==> config.mk <==
export PLATFORM = sky130hd
export DESIGN_NAME = fp_align_add
export DESIGN_NICKNAME = d
export VERILOG_FILES = /design/src/rtl/fp_pkg.sv /design/src/rtl/fp_unpack.sv /design/src/rtl/fp_align_add.sv
export SDC_FILE = /design/constraint.sdc
export NUM_CORES = 1
export LEC_CHECK = 0
export ABC_CLOCK_PERIOD_IN_PS = 5400
export CAP_MARGIN = 10
export CORE_MARGIN = 3
export CORE_UTILIZATION = 57
export DETAILED_ROUTE_END_ITERATION = 10
export PLACE_DENSITY_LB_ADDON = 0.25
export SYNTH_ARGS = -nofsm -noshare
export SYNTH_HDL_FRONTEND = slang
export SYNTH_SLANG_ARGS = --single-unit
==> constraint.sdc <==
create_clock -name clk -period 5.4 [get_ports clk]
set_input_delay 1.08 -clock clk [delete_from_list [all_inputs] [get_ports clk]]
set_output_delay 1.08 -clock clk [all_outputs]
set_load 0.01 [all_outputs]
==> src/rtl/fp_pkg.sv <==
// Shared constants and payload types for the single-precision add front end
// (fp_unpack, fp_align_add).
package fp_pkg;

  localparam int EXP_W    = 8;
  localparam int FRAC_W   = 23;
  localparam int EXP_BIAS = 127;
  localparam int SIG_W    = FRAC_W + 1;

  typedef struct packed {
    logic             sign;
    logic [EXP_W-1:0] eff_exp;
    logic [SIG_W-1:0] sig;
  } operand_t;

  typedef struct packed {
    logic [SIG_W-1:0] sig_l;
    logic [SIG_W-1:0] sig_s;
    logic [EXP_W-1:0] exp_max;
    logic             sign;
    logic             eff_sub;
  } stage1_t;

endpackage

==> src/rtl/fp_unpack.sv <==
// Combinational IEEE754 single-precision field split. Denormals (exp field 0)
// get an effective exponent of 1 and no hidden bit.
module fp_unpack
  import fp_pkg::*;
(
  input  logic [EXP_W+FRAC_W:0] word,
  output logic                  sign,
  output logic [EXP_W-1:0]      eff_exp,
  output logic [SIG_W-1:0]      sig
);

  logic [EXP_W-1:0] exp_field;
  logic             hidden;

  assign exp_field = word[EXP_W+FRAC_W-1:FRAC_W];
  assign hidden    = |exp_field;
  assign sign      = word[EXP_W+FRAC_W];
  assign eff_exp   = hidden ? exp_field : EXP_W'(1);
  assign sig       = {hidden, word[FRAC_W-1:0]};

endmodule

==> src/rtl/fp_align_add.sv <==
// Two-stage align and add/sub front end of the single-precision adder.
// Optional macro FP_ALIGN_ADD_SUB_OP_EN adds op_sub (computes A - B when 1).
module fp_align_add
  import fp_pkg::*;
(
  input  logic                  clk,
  input  logic                  rst_n,
  input  logic                  in_valid,
  output logic                  in_ready,
`ifdef FP_ALIGN_ADD_SUB_OP_EN
  input  logic                  op_sub,
`endif
  input  logic [EXP_W+FRAC_W:0] in_a,
  input  logic [EXP_W+FRAC_W:0] in_b,
  output logic                  out_valid,
  input  logic                  out_ready,
  output logic                  out_sign,
  output logic [EXP_W-1:0]      out_exp_max,
  output logic [SIG_W:0]        out_fraction_25,
  output logic                  out_eff_sub
);

  localparam logic [EXP_W-1:0] BIAS_V = EXP_W'(EXP_BIAS);

  // Right shift with plain truncation; shifts past the significand width give zero.
  function automatic logic [SIG_W-1:0] align_shift(input logic [SIG_W-1:0] sig,
                                                   input logic [EXP_W-1:0] sh);
    if (sh >= EXP_W'(SIG_W))
      return '0;
    return sig >> sh;
  endfunction

  logic             sign_a, sign_b_raw, sign_b;
  logic [EXP_W-1:0] exp_a, exp_b;
  logic [SIG_W-1:0] sig_a, sig_b;

  fp_unpack u_unpack_a (.word(in_a), .sign(sign_a), .eff_exp(exp_a), .sig(sig_a));
  fp_unpack u_unpack_b (.word(in_b), .sign(sign_b_raw), .eff_exp(exp_b), .sig(sig_b));

`ifdef FP_ALIGN_ADD_SUB_OP_EN
  assign sign_b = sign_b_raw ^ op_sub;
`else
  assign sign_b = sign_b_raw;
`endif

  operand_t         op_a, op_b, op_l, op_s;
  logic             a_wins;
  logic [EXP_W-1:0] diff;
  stage1_t          s1_next;

  assign op_a   = {sign_a, exp_a, sig_a};
  assign op_b   = {sign_b, exp_b, sig_b};
  // Magnitude order on {exponent, significand}; ties keep A as the larger.
  assign a_wins = {exp_a, sig_a} >= {exp_b, sig_b};
  assign op_l   = a_wins ? op_a : op_b;
  assign op_s   = a_wins ? op_b : op_a;
  assign diff   = op_l.eff_exp - op_s.eff_exp;

  assign s1_next.sig_l   = op_l.sig;
  assign s1_next.sig_s   = align_shift(op_s.sig, diff);
  assign s1_next.exp_max = op_l.eff_exp - BIAS_V;
  assign s1_next.sign    = op_l.sign;
  assign s1_next.eff_sub = sign_a ^ sign_b;

  logic    vld_p1, vld_p2;
  stage1_t pay_p1;
  logic    s2_load, accept;

  assign s2_load   = !vld_p2 || out_ready;
  assign in_ready  = !vld_p1 || s2_load;
  assign accept    = in_valid && in_ready;

  // ---- stage 1: ordered, aligned operands ----
  always_ff @(posedge clk or negedge rst_n) begin
    if (!rst_n) begin
      vld_p1 <= 1'b0;
      pay_p1 <= '0;
    end else if (in_ready) begin
      vld_p1 <= in_valid;
      if (accept)
        pay_p1 <= s1_next;
    end
  end

  logic [SIG_W:0] frac_next;
  logic           sign_next;

  // Subtraction cannot go negative because stage 1 put the larger magnitude in sig_l.
  assign frac_next = pay_p1.eff_sub ? ({1'b0, pay_p1.sig_l} - {1'b0, pay_p1.sig_s})
                                    : ({1'b0, pay_p1.sig_l} + {1'b0, pay_p1.sig_s});
  assign sign_next = pay_p1.sign && !(pay_p1.eff_sub && (frac_next == '0));

  // ---- stage 2: magnitude sum/difference ----
  always_ff @(posedge clk or negedge rst_n) begin
    if (!rst_n) begin
      vld_p2          <= 1'b0;
      out_sign        <= 1'b0;
      out_exp_max     <= '0;
      out_fraction_25 <= '0;
      out_eff_sub     <= 1'b0;
    end else if (s2_load) begin
      vld_p2 <= vld_p1;
      if (vld_p1) begin
        out_sign        <= sign_next;
        out_exp_max     <= pay_p1.exp_max;
        out_fraction_25 <= frac_next;
        out_eff_sub     <= pay_p1.eff_sub;
      end
    end
  end

  assign out_valid = vld_p2;

endmodule

==> results of run 1 <==
==> stage by stage <==
| step | util (%) | setup TNS, ps | cells | hold slack (ps) | instance area (sq um) |
|---|---|---|---|---|---|
| after CTS | 74.48 | 0 | 1312 | 482.1 | 10500 |
| after detailed placement | 72.19 | -4350 | 1296 | 467.1 | 10180 |
| final | 75.96 | 0 | 1315 | 475.4 | 10710 |
| after global routing | 75.96 | -20.33 | 1315 | 509.7 | 10710 |
| after floorplan | - | -1.123 | 973 | 441.8 | 8474 |
| after global placement | 72.19 | -2920 | 1296 | 457.2 | 10180 |
==> worst max path at each step <==
stage               startpoint    endpoint  slack (ps)  cells past startpoint
global placement      in_a[28]  pay_p1[20]        -210                     17
global route          in_b[28]  pay_p1[13]         -10                     21
floorplan             in_a[28]  pay_p1[17]          -1                     21
finish                in_a[24]  pay_p1[13]         160                     20
detailed placement    in_a[28]  pay_p1[13]        -260                     18
CTS                   in_a[28]  pay_p1[21]          20                     18
==> state kept, by name, summed over array words and instances, names as in the netlist <==
register / count
pay_p1: 58
out_fraction_25: 25
out_exp_max: 8
out_eff_sub: 1
out_sign: 1
out_valid: 1
vld_p1: 1
==> layout by cell type, fill, tap and decap left out, types with 5 or more instances in the layout <==
cell             synthesis  layout
nand2_1                119     116
inv_1                   53      52
a221o_1                  5       5
nand4_1                  7       7
o21bai_1                 7       6
mux2i_4                  0       5
nor3_1                  22      21
mux2_2                  16      16
and4_1                   6       6
mux2i_2                  0       7
a22o_1                  14      14
nor2_1                  73      72
o21ai_0                 83      81
and2_1                   9       9
nand2b_1                 7       7
ha_1                    59      57
a31oi_1                 15      14
nor4_1                   9       9
a211oi_1                 6       6
nand3_1                 10      10
clkdlybuf4s50_1          0      97
dfrtp_1                 95      95
a21oi_1                 87      85
dlymetal6s2s_1           0       6
nor2b_1                  6       6
mux2i_1                 30      18
buf_4                    2      91
a21o_1                   8       8
o31ai_1                  5       5
mux4_2                  26      26
xor2_1                  14      14
and3_1                   9       9
clkbuf_16                0       9
xnor2_1                 38      37
==> critical path, delay by kind of cell <==
| family | cells | cell delay, ps |
|---|---|---|
| and+or+nand+nor | 7 | 1640 |
| AOI/OAI and AO/OA | 6 | 1220 |
| buffers and inverters | 3 | 740 |
| adders and majority gates | 2 | 470 |
| muxes | 2 | 330 |
==> final cells by class <==
cell class              count  area [sq um]
clock buffers              10         229.0
clock inverters             6         93.84
fillers                  1034          3388
inverters                  54         202.7
multi-input cells         769          5746
flip-flops and latches     95          2377
well taps                 180         225.2
repair buffers            201          1834
==> where the power goes <==
group	total, mW	internal, mW	switching, mW
clock	0.689	0.409	0.280
sequential	1.02	0.898	0.117
combinational	2.80	1.32	1.47
==> layer usage <==
metal  track usage, %  wire length (microns)
met4            9.148                    618
met2            47.29                  10890
met5                0                     20
met3            4.306                   1649
met1            40.86                  10670
==> logic make-up (layout without fill, tap and decap cells) <==
logic type / count (synthesis) / in the layout / synth area share, %
DFF: 95 / 95 / 28.41
and+or+nand+nor: 303 / 303 / 17.67
muxes: 73 / 73 / 12.87
buffers and inverters: 110 / 271 / 5.472
xor gates and xnor gates: 52 / 52 / 5.443
adders and majority gates: 60 / 60 / 9.061
AOI/OAI and AO/OA: 280 / 281 / 21.07
==> repair_timing <==
action	CTS	global route
gates resized for setup	0	41
endpoints found under the hold margin	0	0
setup buffers	0	2
endpoints found under the setup margin	0	24
==> summary.md, run 1 <==
| Metric | Value |
|---|---|
| Leak Pwr | 4.726 nW |
| Clock Latency Late Sink | ~350 ps |
| Gr usage total | 29.26% |
| GPL Wtd Cong | 0.9715 |
| HP Start | out_fraction_25[18] |
| CP Class | in2reg |
| Max-cap viol count | 0 |
| CORE AREA | approximately 14000 sq um |
| Slew Viols, Final | 0 |
| Pwr dens | 420.5 nW/um^2 |
| IO buf count | 104 |
| DRT antenna net count | 0 |
| Maximum clock rate | 191.0 MHz |
| Peak VDD IR | approximately 0.25 mV |
| Seq/Total Area, Yosys | between 20% and 30% |
| Crit. End Element | flop |
| Worst reg2reg path depth | 17 |
| Final Hold Vio Count | 0 |
| Vias in the first global route | approximately 7700 |
| Worst r2r dst | out_sign |
| Synth top area share | between 20% and 30% |
| Pre-CTS WS | -264.8 ps |
| Reg clk slew, reported paths | approximately 70 ps |
| Worst slew pin tran | 816.0 ps |
| Unique cell type count in the Yosys netlist | a little over 80 |
| EDFF count, synth | 0 |
| Min-Delay Path Depth | 2 |
| Avg WL per Cell | roughly 18 microns |
| Period utilization | a little over nine tenths |
| Drt first pass iters | 7 |
| Ratio of cells with drive above 1 in the final layout | 18.33% |
| CTS Buf Count | 9 |
| Vias per std cell | roughly 6.1 |
| Area growth syn-to-layout | 27.96% |
| N_diodes | 0 |
| Antenna violations before repair | 1 |
| Synth area leaders | dfrtp_1, ha_1, mux4_2 |
| Crit Path Max Fanout | 5 |
| Reg-to-reg slack, setup | roughly 1000 ps |
| CTS H-Tree Depth | 3 |
| Netlist area before placement | about 8400 sq um |
| Clk root buf | clkbuf_16 |
| DIE AREA | around 16000 sq um |
| Initial DRC count | 611 |
| Initial core utilization | around 59% |
| Syn_area_per_cell | ~8.6 sq um |
| Grt total ovfl | 0 |
| Final Critical Period | 5236 ps |
| Top-Level Pins | roughly 110 |
| Final setup fails | 0 |
| Post-route DRC | 0 |
| CTS tree | done |
| Hold_buf cts | 0 |
| Worst setup margin | around 160 ps |
| Largest area contributor in the netlist | dfrtp_1 |
| Startpoint types | input port |
| Number of synthesized register bits | 95 |
| Main synth FF type | dfrtp_1 |
| CP Data Required Time | roughly 5600 ps |
| CP arrival | ~5500 ps |
| Worst hold path type | reg2reg |
| Slew margin rel. | between 40% and 50% |
| Worst Hold End | out_fraction_25[18] |
| Synthesized Nets | between 1000 and 1500 |
| Die height | between 100 and 150 microns |
| Most frequent cell after synthesis | nand2_1 |
| Die W | between 100 and 150 microns |
| Global-route wire length before repair | between 30 and 40 mm |
| R2R Path Start | pay_p1[12] |
| Status | completed |
| List of most frequent post-synthesis cells | nand2_1, dfrtp_1, a21oi_1 |
| CTS Sinks | 95 |
| Mapped Cells | roughly 1000 |
| CP Cell Sequence | clkdlybuf4s50_1, or4_4, or2_4, ha_4, nand4_1, buf_4, nor4_4, o21ai_2, a31o_1, nand2_2, a21oi_1, ha_2, or3_4, a32o_2, buf_6, mux2i_2, mux2i_1, nand2_1, o21ai_0, a221o_1 |
| Via count | 7983 |
| Synthesis warning total | 0 |
| Final wirelength | about 24 mm |
| Hpwl dp | about 19 mm |
| Largest net degree at the start of global routing | 62 |
| Ys async rst share | between 90% and 100% |
| Max Clock Skew | around 7.5 ps |
| Final net count | 1258 |
| Crit path max-delay cell type | or4_4 |
| Largest stage delay, worst path | 430 ps |
| Clock Path Buffers | 2 |
| Tot Pwr | between 4 and 5 mW |
| Number of core rows | 43 |
No activity file was read; power rests on OpenSTA's default activity.
==> inputs of run 2 (changes only) <==
CORE_UTILIZATION = 43   (was 57)
==> run 2 against run 1 <==
Effect of this change:
- hold slack better by 1.6 ps
- cell count increased by 6.3%
- utilization fell by 20 points
- via count decreased by 1.4%
- die area is 31% higher
- final area shrank 0.42%
- clock-buffer cell count did not move
- critical path depth fell by 3
- critical path type unchanged
- largest power group unchanged
==> summary.md, run 2 (synthesis results as in run 1) <==
| Metric | Value |
|---|---|
| Hold Slack | about 480 ps |
| Worst slew pin tran | about 1000 ps |
| CP Class | in2reg |
| Final Hold Vio Count | 0 |
| Final Cell Area | 10660 sq um |
| Placed insts | roughly 1400 |
| CP top delay family | simple AND/OR/NAND/NOR gates |
| Clock Latency Late Sink | 350 ps |
| Hold_buf cts | 0 |
| DRT antenna net count | 0 |
| Startpoint types | input port |
| CTS Buf Count | 9 |
| Gr usage total | a little under a quarter |
| Initial DRC count | 463 |
| GPL Wtd Cong | roughly 1 |
| Period utilization | 97.03% |
| Clock Path Buffers | 2 |
| DIE AREA | ~21000 sq um |
| Final Critical Period | 5240 ps |
| Ratio of cells with drive above 1 in the final layout | between 10% and 20% |
| Unrepaired setup endpoints after global routing | no |
| Vias in the first global route | about 7700 |
| Crit. End Element | flop |
| CTS Sinks | 95 |
| Peak VDD IR | 0.1630 mV |
| Instance area after placement | slightly above 10000 sq um |
| Commonest cells after routing, fill and taps aside | nand2_1, clkdlybuf4s50_1, buf_4 |
| CORE AREA | around 19000 sq um |
| Leak Pwr | 4.663 nW |
| Final setup fails | 0 |
| Vias per std cell | 5.629 |
| Max Clock Skew | around 9.4 ps |
| Global-route wire length before repair | 39.56 mm |
| Initial core utilization | 44.29% |
| Die height | between 100 and 150 microns |
| Max-cap viol count | 0 |
| Maximum clock rate | between 150 and 200 MHz |
| Fin cells | about 1400 |
| Largest stage delay, worst path | 560 ps |
| Via count | between 7000 and 8000 |
| Utilization after layout | a little under three fifths |
| Area growth syn-to-layout | 27.42% |
| Final wirelength | between 20 and 25 mm |
| Grt total ovfl | 0 |
| CP Data Required Time | between 5000 and 6000 ps |
| Slew margin rel. | about 30% |
| Drt first pass iters | 5 |
| Hpwl dp | 19.73 mm |
| N_diodes | 0 |
| Regs by FF count | pay_p1 x58, out_fraction_25 x25, out_exp_max x8 |
| CTS H-Tree Depth | 3 |
| Post-route DRC | 0 |
| Worst hold path type | reg2reg |
| Number of core rows | 50 |
| Status | completed |
| Top-Level Pins | 105 |
| Reg-to-reg slack, setup | approximately 910 ps |
| CTS tree | done |
| Reg clk slew, reported paths | ~70 ps |
| Final net count | ~1300 |
| Crit path max-delay cell type | or4_4 |
| Most flops, register | pay_p1 |
| Pwr dens | 411.1 nW/um^2 |
| Antenna violations before repair | 0 |
| Crit path buffers/inverters | 3 |
| Clk root buf | clkbuf_16 |
| IO buf count | between 100 and 150 |
| Commonest non-fill, non-tap cell in the layout | nand2_1 |
| Largest net degree at the start of global routing | 62 |
| Crit Path Max Fanout | 8 |
| Slew Viols, Final | 0 |
| Avg WL per Cell | roughly 17 microns |
| CP arrival | about 5500 ps |
| Die W | ~150 microns |
| Max reg flops | a little under 60 |
| CP Cell Sequence | clkdlybuf4s50_1, or4_4, or2_4, ha_1, o21ai_0, o21ai_0, o211a_1, or2_1, buf_4, nor2_4, buf_12, mux4_2, mux4_2, and2_1, a41oi_1, o22ai_1, a22o_1 |
-- run 2: cell count changes in the layout (fill, tap and decap cells not counted), moves of 2 or more --
cell             delta
mux2i_1             +8
buf_4               +6
clkdlybuf4s50_1     +6
dlymetal6s2s_1      -6
mux2i_4             -5
mux2i_2             -3
a21oi_2             -2
bufinv_16           -2
clkinv_4            -2
clkinvlp_4          +2
o21ai_0             +2
o21ai_1             -2
-- run 2: cell type report --
cell class	count	area, sq um
Clock buffer	10	239.0
Clock inverter	6	51.30
Fill cell	1760	8230
Inverter	54	202.7
Multi-Input combinational cell	768	5634
Sequential cell	95	2377
Tap cell	260	325.3
Timing Repair Buffer	205	1833
-- run 2: per-stage QoR --
stage / setup slack, ps / power [mW] / setup TNS, ps
6_report: 160.4 / 4.383 / 0
5_1_grt: 11.54 / 4.741 / 0
4_1_cts: 116.2 / 4.381 / 0
3_5_place_dp: -263.2 / 3.732 / -4586
3_3_place_gp: -190.6 / 3.686 / -3218
2_1_floorplan: -1.123 / 2.873 / -1.123
-- run 2: routing by layer --
layer | wire length (microns) | global-route usage [%] | part of all wire, % | vias up
met4 | 614 | 7.028 | 2.5 | 0
li1 | - | - | - | 3869
met3 | 1228 | 3.737 | 5.0 | 39
met1 | 10880 | 29.99 | 45 | 3735
met5 | 0 | 0 | 0 | -
met2 | 11660 | 38.51 | 48 | 226
-- run 2: what timing repair did --
action	CTS	global route
setup endpoints to repair	0	24
buffers inserted	0	1
gates resized for setup	0	13
-- run 2: path summary, 6_finish.rpt --
path / startpoint / endpoint / depth (start not counted)
worst min-delay path: pay_p1[5] / pay_p1[5] / 2
worst max register to register: pay_p1[12] / out_sign / 19
worst min register to register: pay_p1[5] / pay_p1[5] / 2
min in group asynchronous: rst_n / out_fraction_25[2] / 1
max in group asynchronous: rst_n / pay_p1[30] / 2
worst max-delay path: in_a[28] / pay_p1[12] / 17
-- run 2: power by group --
| group | total (mW) | leakage (nW) | internal (mW) | switching, mW |
|---|---|---|---|---|
| Sequential | 1.02 | 1.20 | 0.898 | 0.119 |
| Combinational | 2.74 | 3.33 | 1.30 | 1.44 |
| Clock | 0.630 | 0.134 | 0.332 | 0.298 |
-- run 2: worst min-delay path, stage by stage (launching register included) --
cell and delay (ps):
dfrtp_1 340, nand2_1 50, o21ai_0 60
